**src/rtl/rx_asm_pkg.sv**
```systemverilog
// ---------------------------------------------------------------------------
// rx_asm_pkg
//   Shared definitions for the receive word assembler slice.
//   - asm_state_e      : assembler FSM state
//   - ERR_BYTE_DEFAULT : fill byte replicated across an errored word
// ---------------------------------------------------------------------------
package rx_asm_pkg;

  typedef enum logic {
    IDLE    = 1'b0,  // no bytes of the current word held
    COLLECT = 1'b1   // 1..BYTES_PER_WORD-1 bytes held
  } asm_state_e;

  localparam logic [7:0] ERR_BYTE_DEFAULT = 8'hCC;

endpackage

```
**src/rtl/rx_idle_timer.sv**
```systemverilog
// ---------------------------------------------------------------------------
// rx_idle_timer
//   Counts consecutive cycles without a byte while a partial word is held.
//   expire is asserted combinationally in the TIMEOUT_CYCLES-th idle cycle,
//   so the caller can drop the word on that same clock edge. A restart in
//   that cycle suppresses expire, so a byte arriving on the expiry cycle is
//   still accepted.
//
// Ports
//   clk     : clock, rising edge
//   reset_n : asynchronous active-low reset
//   active  : a partial word is held (count only while high)
//   restart : a byte arrived this cycle (clears the count)
//   expire  : idle limit reached this cycle
// ---------------------------------------------------------------------------
module rx_idle_timer #(
  parameter int unsigned TIMEOUT_CYCLES = 1024
) (
  input  logic clk,
  input  logic reset_n,
  input  logic active,
  input  logic restart,
  output logic expire
);

  localparam int unsigned CW = (TIMEOUT_CYCLES > 1) ? $clog2(TIMEOUT_CYCLES) : 1;
  localparam logic [CW-1:0] LAST = CW'(TIMEOUT_CYCLES - 1);

  logic [CW-1:0] idle_cnt;

  assign expire = active && !restart && (idle_cnt == LAST);

  always_ff @(posedge clk or negedge reset_n) begin
    if (!reset_n) begin
      idle_cnt <= '0;
    end else if (!active || restart || expire) begin
      idle_cnt <= '0;
    end else begin
      idle_cnt <= idle_cnt + CW'(1);
    end
  end

endmodule

```
**src/rtl/rx_word_assembler.sv**
```systemverilog
// ---------------------------------------------------------------------------
// rx_word_assembler
//   Packs received bytes into BYTES_PER_WORD-byte words, first byte in
//   out[7:0]. A parity or framing error seen anywhere from word start up to
//   and including the completing byte replaces the whole word with ERR_BYTE
//   and raises err_out. out/err_out only change when a word completes.
//
//   Optional feature (macro RX_ASM_TIMEOUT_EN): a partial word is dropped
//   after TIMEOUT_CYCLES cycles without a byte, with a one-cycle timeout
//   pulse. Without the macro timeout is tied low and partial words are only
//   dropped by flush or reset.
//
// Parameters
//   BYTES_PER_WORD : bytes per output word, 1..8
//   ERR_BYTE       : fill byte for an errored word
//   TIMEOUT_CYCLES : idle-gap limit (RX_ASM_TIMEOUT_EN builds only)
//
// Ports
//   clk       : clock, rising edge
//   reset_n   : asynchronous active-low reset
//   data_in   : received byte, qualified by valid
//   valid     : one-cycle strobe, byte present on data_in
//   perror    : parity error for the current word
//   ferror    : framing error for the current word
//   flush     : abandon any partial word (wins over valid)
//   out       : assembled word
//   out_valid : one-cycle pulse, new word on out
//   err_out   : word currently on out was errored
//   timeout   : one-cycle pulse, partial word dropped on idle gap
// ---------------------------------------------------------------------------
module rx_word_assembler
  import rx_asm_pkg::*;
#(
  parameter int unsigned BYTES_PER_WORD = 2,
  parameter logic [7:0]  ERR_BYTE       = ERR_BYTE_DEFAULT,
  parameter int unsigned TIMEOUT_CYCLES = 1024
) (
  input  logic                        clk,
  input  logic                        reset_n,
  input  logic [7:0]                  data_in,
  input  logic                        valid,
  input  logic                        perror,
  input  logic                        ferror,
  input  logic                        flush,
  output logic [8*BYTES_PER_WORD-1:0] out,
  output logic                        out_valid,
  output logic                        err_out,
  output logic                        timeout
);

  localparam int unsigned  WORD_W   = 8 * BYTES_PER_WORD;
  localparam int unsigned  CNT_W    = $clog2(BYTES_PER_WORD) + 1;
  localparam logic [CNT_W-1:0] LAST_IDX = CNT_W'(BYTES_PER_WORD - 1);

  asm_state_e        state;
  logic [CNT_W-1:0]  byte_cnt;
  logic              word_err;
  logic [WORD_W-1:0] shadow;
  logic [WORD_W-1:0] word_next;
  logic              accept;
  logic              complete;
  logic              err_now;
  logic              expire;

  // A flushed byte is dropped outright; it neither fills a slot nor completes.
  assign accept   = valid && !flush;
  assign complete = accept && (byte_cnt == LAST_IDX);
  // Errors in the completing cycle still belong to the word being completed.
  assign err_now  = word_err | perror | ferror;

  // Completed word: held bytes plus the byte arriving now in the top slot.
  always_comb begin
    // NOTE: every always_comb output gets a full default first, so no path
    // can leave it unassigned and infer a latch.
    word_next = shadow;
    word_next[8*(BYTES_PER_WORD-1) +: 8] = data_in;
  end

  // NOTE: the shadow register is datapath-only and has no reset: each slot is
  // rewritten before the word that reads it completes, and out itself is reset.
  always_ff @(posedge clk) begin
    if (accept) begin
      for (int k = 0; k < BYTES_PER_WORD; k++) begin
        if (byte_cnt == CNT_W'(k)) shadow[8*k +: 8] <= data_in;
      end
    end
  end

`ifdef RX_ASM_TIMEOUT_EN
  rx_idle_timer #(
    .TIMEOUT_CYCLES (TIMEOUT_CYCLES)
  ) u_idle_timer (
    .clk     (clk),
    .reset_n (reset_n),
    .active  (state == COLLECT),
    .restart (valid),
    .expire  (expire)
  );

  always_ff @(posedge clk or negedge reset_n) begin
    if (!reset_n) begin
      timeout <= 1'b0;
    end else begin
      timeout <= expire && !flush;
    end
  end
`else
  // The parameter is kept so every build shares one interface; it has no
  // effect when the idle timer is not built.
  localparam int unsigned unused_timeout_cycles = TIMEOUT_CYCLES;

  assign expire  = 1'b0;
  assign timeout = 1'b0;
`endif

  // Assembler FSM with registered outputs.
  always_ff @(posedge clk or negedge reset_n) begin
    if (!reset_n) begin
      state     <= IDLE;
      byte_cnt  <= '0;
      word_err  <= 1'b0;
      out       <= '0;
      out_valid <= 1'b0;
      err_out   <= 1'b0;
    end else begin
      // NOTE: state uses non-blocking assignments so every register in this
      // block sees pre-edge values, independent of statement order.
      out_valid <= 1'b0;
      if (flush) begin
        state    <= IDLE;
        byte_cnt <= '0;
        word_err <= 1'b0;
      end else if (complete) begin
        out       <= err_now ? {BYTES_PER_WORD{ERR_BYTE}} : word_next;
        err_out   <= err_now;
        out_valid <= 1'b1;
        byte_cnt  <= '0;
        word_err  <= 1'b0;
        state     <= IDLE;
      end else if (accept) begin
        byte_cnt <= byte_cnt + CNT_W'(1);
        word_err <= err_now;
        state    <= COLLECT;
      end else if (expire) begin
        state    <= IDLE;
        byte_cnt <= '0;
        word_err <= 1'b0;
      end else begin
        // Errors while idle or between bytes stick to the current/next word.
        word_err <= err_now;
      end
    end
  end

endmodule

```
**config.mk**
```make
export PLATFORM = sky130hd
export DESIGN_NAME = rx_word_assembler
export DESIGN_NICKNAME = d
export VERILOG_FILES = /design/src/rtl/rx_asm_pkg.sv /design/src/rtl/rx_idle_timer.sv /design/src/rtl/rx_word_assembler.sv
export SDC_FILE = /design/constraint.sdc
export NUM_CORES = 1
export LEC_CHECK = 0
export ABC_CLOCK_PERIOD_IN_PS = 1910
export CAP_MARGIN = 20
export CORE_ASPECT_RATIO = 0.8
export CORE_UTILIZATION = 42
export DETAILED_ROUTE_END_ITERATION = 8
export MAX_ROUTING_LAYER = met4
export PLACE_DENSITY = 0.81
export RECOVER_POWER = 50
export SLEW_MARGIN = 20
export SYNTH_ARGS = -nofsm -noshare
export SYNTH_HDL_FRONTEND = slang
export SYNTH_SLANG_ARGS = --single-unit
```
**constraint.sdc**
```tcl
create_clock -name clk -period 1.91 [get_ports clk]
set_input_delay 0.382 -clock clk [delete_from_list [all_inputs] [get_ports clk]]
set_output_delay 0.382 -clock clk [all_outputs]
set_load 0.02 [all_outputs]
```
Yosys cells after proc, flatten, opt, wreduce, memory -nomap -nowiden
Cells that the tools add are included.
{"block": "word_totals", "regBits": 29, "output_inout_bits": 19, "word_cells": 26, "in_bits": 14}
{"block": "classes", "bitwise": 3, "reduce_logical": 7, "eq_ne": 1, "muxes": 8, "n_addsub": 1}
{"op": "2-to-1 mux 16 bit", "count": 1}
{"op": "2-to-1 mux 2 bit", "count": 3}
{"op": "2-to-1 mux 1 bit", "count": 4}
{"op": "AND reduction 2 bit", "count": 2}
{"op": "nonzero test 3 bit", "count": 1}
{"op": "adder 2 x 1 -> 2 bit, second input constant", "count": 1}
{"op": "== test 2 x 1 -> 1 bit, second input constant", "count": 1}
{"op": "logical AND 1 bit", "count": 2}
{"op": "zero test 2 bit", "count": 1}
{"op": "bitwise OR 1 bit", "count": 2}
{"op": "zero test 1 bit", "count": 1}
{"op": "inverter 1 bit", "count": 1}

Longest topological paths before layout
{"block": "depth", "ltp_word": 5, "ltp_mapped": 4}

Least setup slack after synthesis
Ideal clock, no wire load.
{"block": "synth_timing", "kind": "flip-flop to flip-flop", "start": "reg byte_cnt[0]", "end": "reg shadow[0] (enable)", "stages_incl_launch_ff": 2, "period_less_slack_ns": 1.793, "t_arrival_ns": 1.395, "required_ns": 1.512, "slack_ns": 0.117, "cell_sequence": "dfrtp_1 > nor4b_1"}
{"block": "synth_between", "elab_chain_cells": 2}
{"item": "start: declaration", "line": "rx_word_assembler.sv:56", "source": "logic [CNT_W-1:0] byte_cnt;"}
{"item": "start signal: assignment", "line": "rx_word_assembler.sv:141", "source": "byte_cnt <= byte_cnt + CNT_W'(1);"}
{"item": "zero test 2 bit", "line": "rx_word_assembler.sv:84", "source": "if (byte_cnt == CNT_W'(k)) shadow[8*k +: 8] <= data_in;"}
{"item": "AND reduction 2 bit (no line)"}
{"item": "end signal: indexed assignment", "line": "rx_word_assembler.sv:84"}
{"item": "end: declaration", "line": "rx_word_assembler.sv:58", "source": "logic [WORD_W-1:0] shadow;"}
No other way between the ends.
A chain may end at the register's enable or synchronous reset.

Worst setup path after layout
{"block": "layout_timing", "start": "in valid", "end": "reg out[9]"}
{"block": "layout_between", "elab_chain_cells": 3}
{"item": "start: declaration", "line": "rx_word_assembler.sv:41", "source": "input logic valid,"}
{"item": "logical AND 1 bit", "line": "rx_word_assembler.sv:66", "source": "assign accept = valid && !flush;"}
{"item": "logical AND 1 bit", "line": "rx_word_assembler.sv:67", "source": "assign complete = accept && (byte_cnt == LAST_IDX);"}
{"item": "AND reduction 2 bit (no line)"}
{"item": "end signal: assignment", "line": "rx_word_assembler.sv:134", "source": "out <= err_now ? {BYTES_PER_WORD{ERR_BYTE}} : word_next;"}
{"item": "end: declaration", "line": "rx_word_assembler.sv:45", "source": "output logic [8*BYTES_PER_WORD-1:0] out,"}
No other way between the ends.

==> metrics.txt <==
run status complete, no violations; DR vias/cell 5.21; Critical-path top delay cell dlygate4sd3_1; Mapped Area 1210 um^2; fin. max-slew vios 0; post-layout min period 1.73 ns; CP Class in2reg; Reg-to-Reg Start byte_cnt[1]; PortBufs 31; worst vdd ir 0.514 mV; critical path depth 4; Pre-Repair DR Iteration Count 4; n_diodes 0; Synth cell types 20; Leakage 0.605 nW; register area share after synthesis 0.635; Placer Congestion 0.735; number of flops mapped to enable cells by yosys 8; total number of vias 802; synth top area cells dfrtp_1 44%, edfxtp_1 20%, mux2_2 11%; Initial Util 0.467; Area Growth Syn to Fin 32.9%; count leader, synth dfrtp_1; post-route ant nets 0; CP Max Fanout 18; TritonCTS clock tree built; Initial DRC Count 20; H-tree depth 2; Worst Path Buf+Inv 2; Worst EP required 2.12 ns; Top delay family on crit path buffers and inverters; worst r2r dst out[9]; final setup fails 0; clock root cell clkbuf_4; Worst-Skew Late Latency 0.32 ns; Crit. End Element register; DRC 0; PostCTS Resize Cnt 0; HP Start out[15]; WHS Endpoint out[15]; # Post-CTS Setup Buffers 0; nets@finish 131; worst r2r path cells 3; # rows 16; synth cell count leaders 21 x dfrtp_1, 12 x mux2_2, 9 x nor4b_1; Clock Pin Slew Worst Setup and Hold Paths 0.09 ns; # clock sinks 29; Placeable Area 2580 um^2; setup tns final 0 ns; routed length per instance 14.6 um; Yosys warnings 0; layout cell share with drive strength beyond 1 0.220; prevailing post-synth register cell dfrtp_1; max incr delay on CP 0.54 ns; Die ar. 3090 um^2; Die X 61.9 um; crit-path cells dlygate4sd3_1 > and4bb_2 > clkbuf_2 > mux2_2; first-pass GRT wire length 3780 um; Avg Cell Area, Syn 15.5 um^2; ys async rst share 0.724; die extent in y 49.9 um; Final Hold Fails 0; largest net degree at the start of global routing 22; leading area contributor after synthesis dfrtp_1; Inserted Clock Buffers 5; Worst Setup Start Kind primary input; Slew HR 0.237; unrepaired setup endpoints after global routing no; Cells after Synth 78; Fin Clk Skew 0.00636 ns; fmax 579 MHz; IO Pins 33; crit share post-route 0.904; GRT Util Overall 0.182; vias in the first global route 817; HPWL Detailed 1560 um; reg-to-reg slack, setup 0.32 ns; crit path DAT 1.93 ns; power per cell area 869 nW/um^2; overall routed net length 2250 um; GRT Residual Overflow 0; hold crit path type reg2reg; Hold Crit Depth 1; syn nets 92; Least-Margin Pin Slew 1.15 ns; Max-Cap Viols 0; Power, Total 1.39 mW; Yosys reg bits 29; clock tree buffer depth 2; CTS hold repair buffers 0; Synth top area share 0.436; initial antenna violation count 0
## metal layers
layer / vias up / global-route usage / share of wire
met5: - / - / 0
met4: 0 / 0.0667 / 0.012
met3: 4 / 0.0787 / 0.067
met2: 31 / 0.267 / 0.45
met1: 391 / 0.222 / 0.47
li1: 376 / - / -
## through the flow
step / utilization / setup slack, ns / cells / hold slack, ns / instance area, um^2
after global placement: 0.613 / 0.0573 / 146 / 0.469 / 1580
after CTS: 0.633 / 0.195 / 154 / 0.396 / 1630
after detailed placement: 0.613 / 0.0203 / 146 / 0.475 / 1580
after floorplan: - / 0.117 / 78 / 0.0864 / 1210
final: 0.621 / 0.184 / 154 / 0.492 / 1600
after global routing: 0.621 / 0.129 / 154 / 0.522 / 1600
## sequential cells by signal (all words and copies together) (netlist names)
signal     flops
byte_cnt       2
shadow         8
err_out        1
out_valid      1
word_err       1
out           16
## worst max path at each step
stage | startpoint | endpoint
2_1_floorplan | byte_cnt[0] | shadow[0]
3_3_place_gp | perror | out[10]
3_5_place_dp | perror | out[11]
4_1_cts | out[5] | out[5]
5_1_grt | valid | out[2]
6_report | valid | out[9]
## layout by cell type, fill, tap and decap left out
| master | instances |
|---|---|
| clkdlybuf4s50_1 | 20 |
| a211oi_1 | 1 |
| buf_4 | 3 |
| clkinv_2 | 2 |
| or4_1 | 8 |
| a311oi_1 | 1 |
| clkbuf_2 | 2 |
| xnor2_1 | 1 |
| inv_1 | 2 |
| mux2i_1 | 1 |
| mux2_4 | 1 |
| conb_1 | 1 |
| and4bb_2 | 1 |
| dlygate4sd3_1 | 11 |
| mux2_1 | 3 |
| clkbuf_1 | 3 |
| dfrtp_1 | 21 |
| nor3_1 | 1 |
| edfxtp_1 | 8 |
| nor2_1 | 1 |
| mux2_2 | 12 |
| nor4b_1 | 9 |
| clkbuf_4 | 5 |
## logic make-up after synthesis
| group | after synthesis | share of synthesized area |
|---|---|---|
| compound gates | 2 | 0.0135 |
| simple gates | 20 | 0.133 |
| flops | 29 | 0.635 |
| xor+xnor | 1 | 0.00726 |
| mux | 17 | 0.161 |
| buf+inv | 8 | 0.0477 |
| other cells | 1 | 0.00311 |
## cell type report
type | count | area [um^2]
Timing Repair Buffer | 38 | 350
Sequential cell | 29 | 766
Fill cell | 228 | 980
Clock buffer | 6 | 41.3
Clock inverter | 2 | 10.0
Tap cell | 36 | 45.0
Multi-Input combinational cell | 41 | 383
Inverter | 2 | 7.51
## power breakdown
| part | internal [mW] | leakage [nW] | total, mW | switching (mW) |
|---|---|---|---|---|
| Clock | 0.140 | 0.0320 | 0.337 | 0.198 |
| Sequential | 0.704 | 0.322 | 0.743 | 0.0387 |
| Combinational | 0.166 | 0.251 | 0.312 | 0.146 |
No activity file was read; power rests on OpenSTA's default activity.
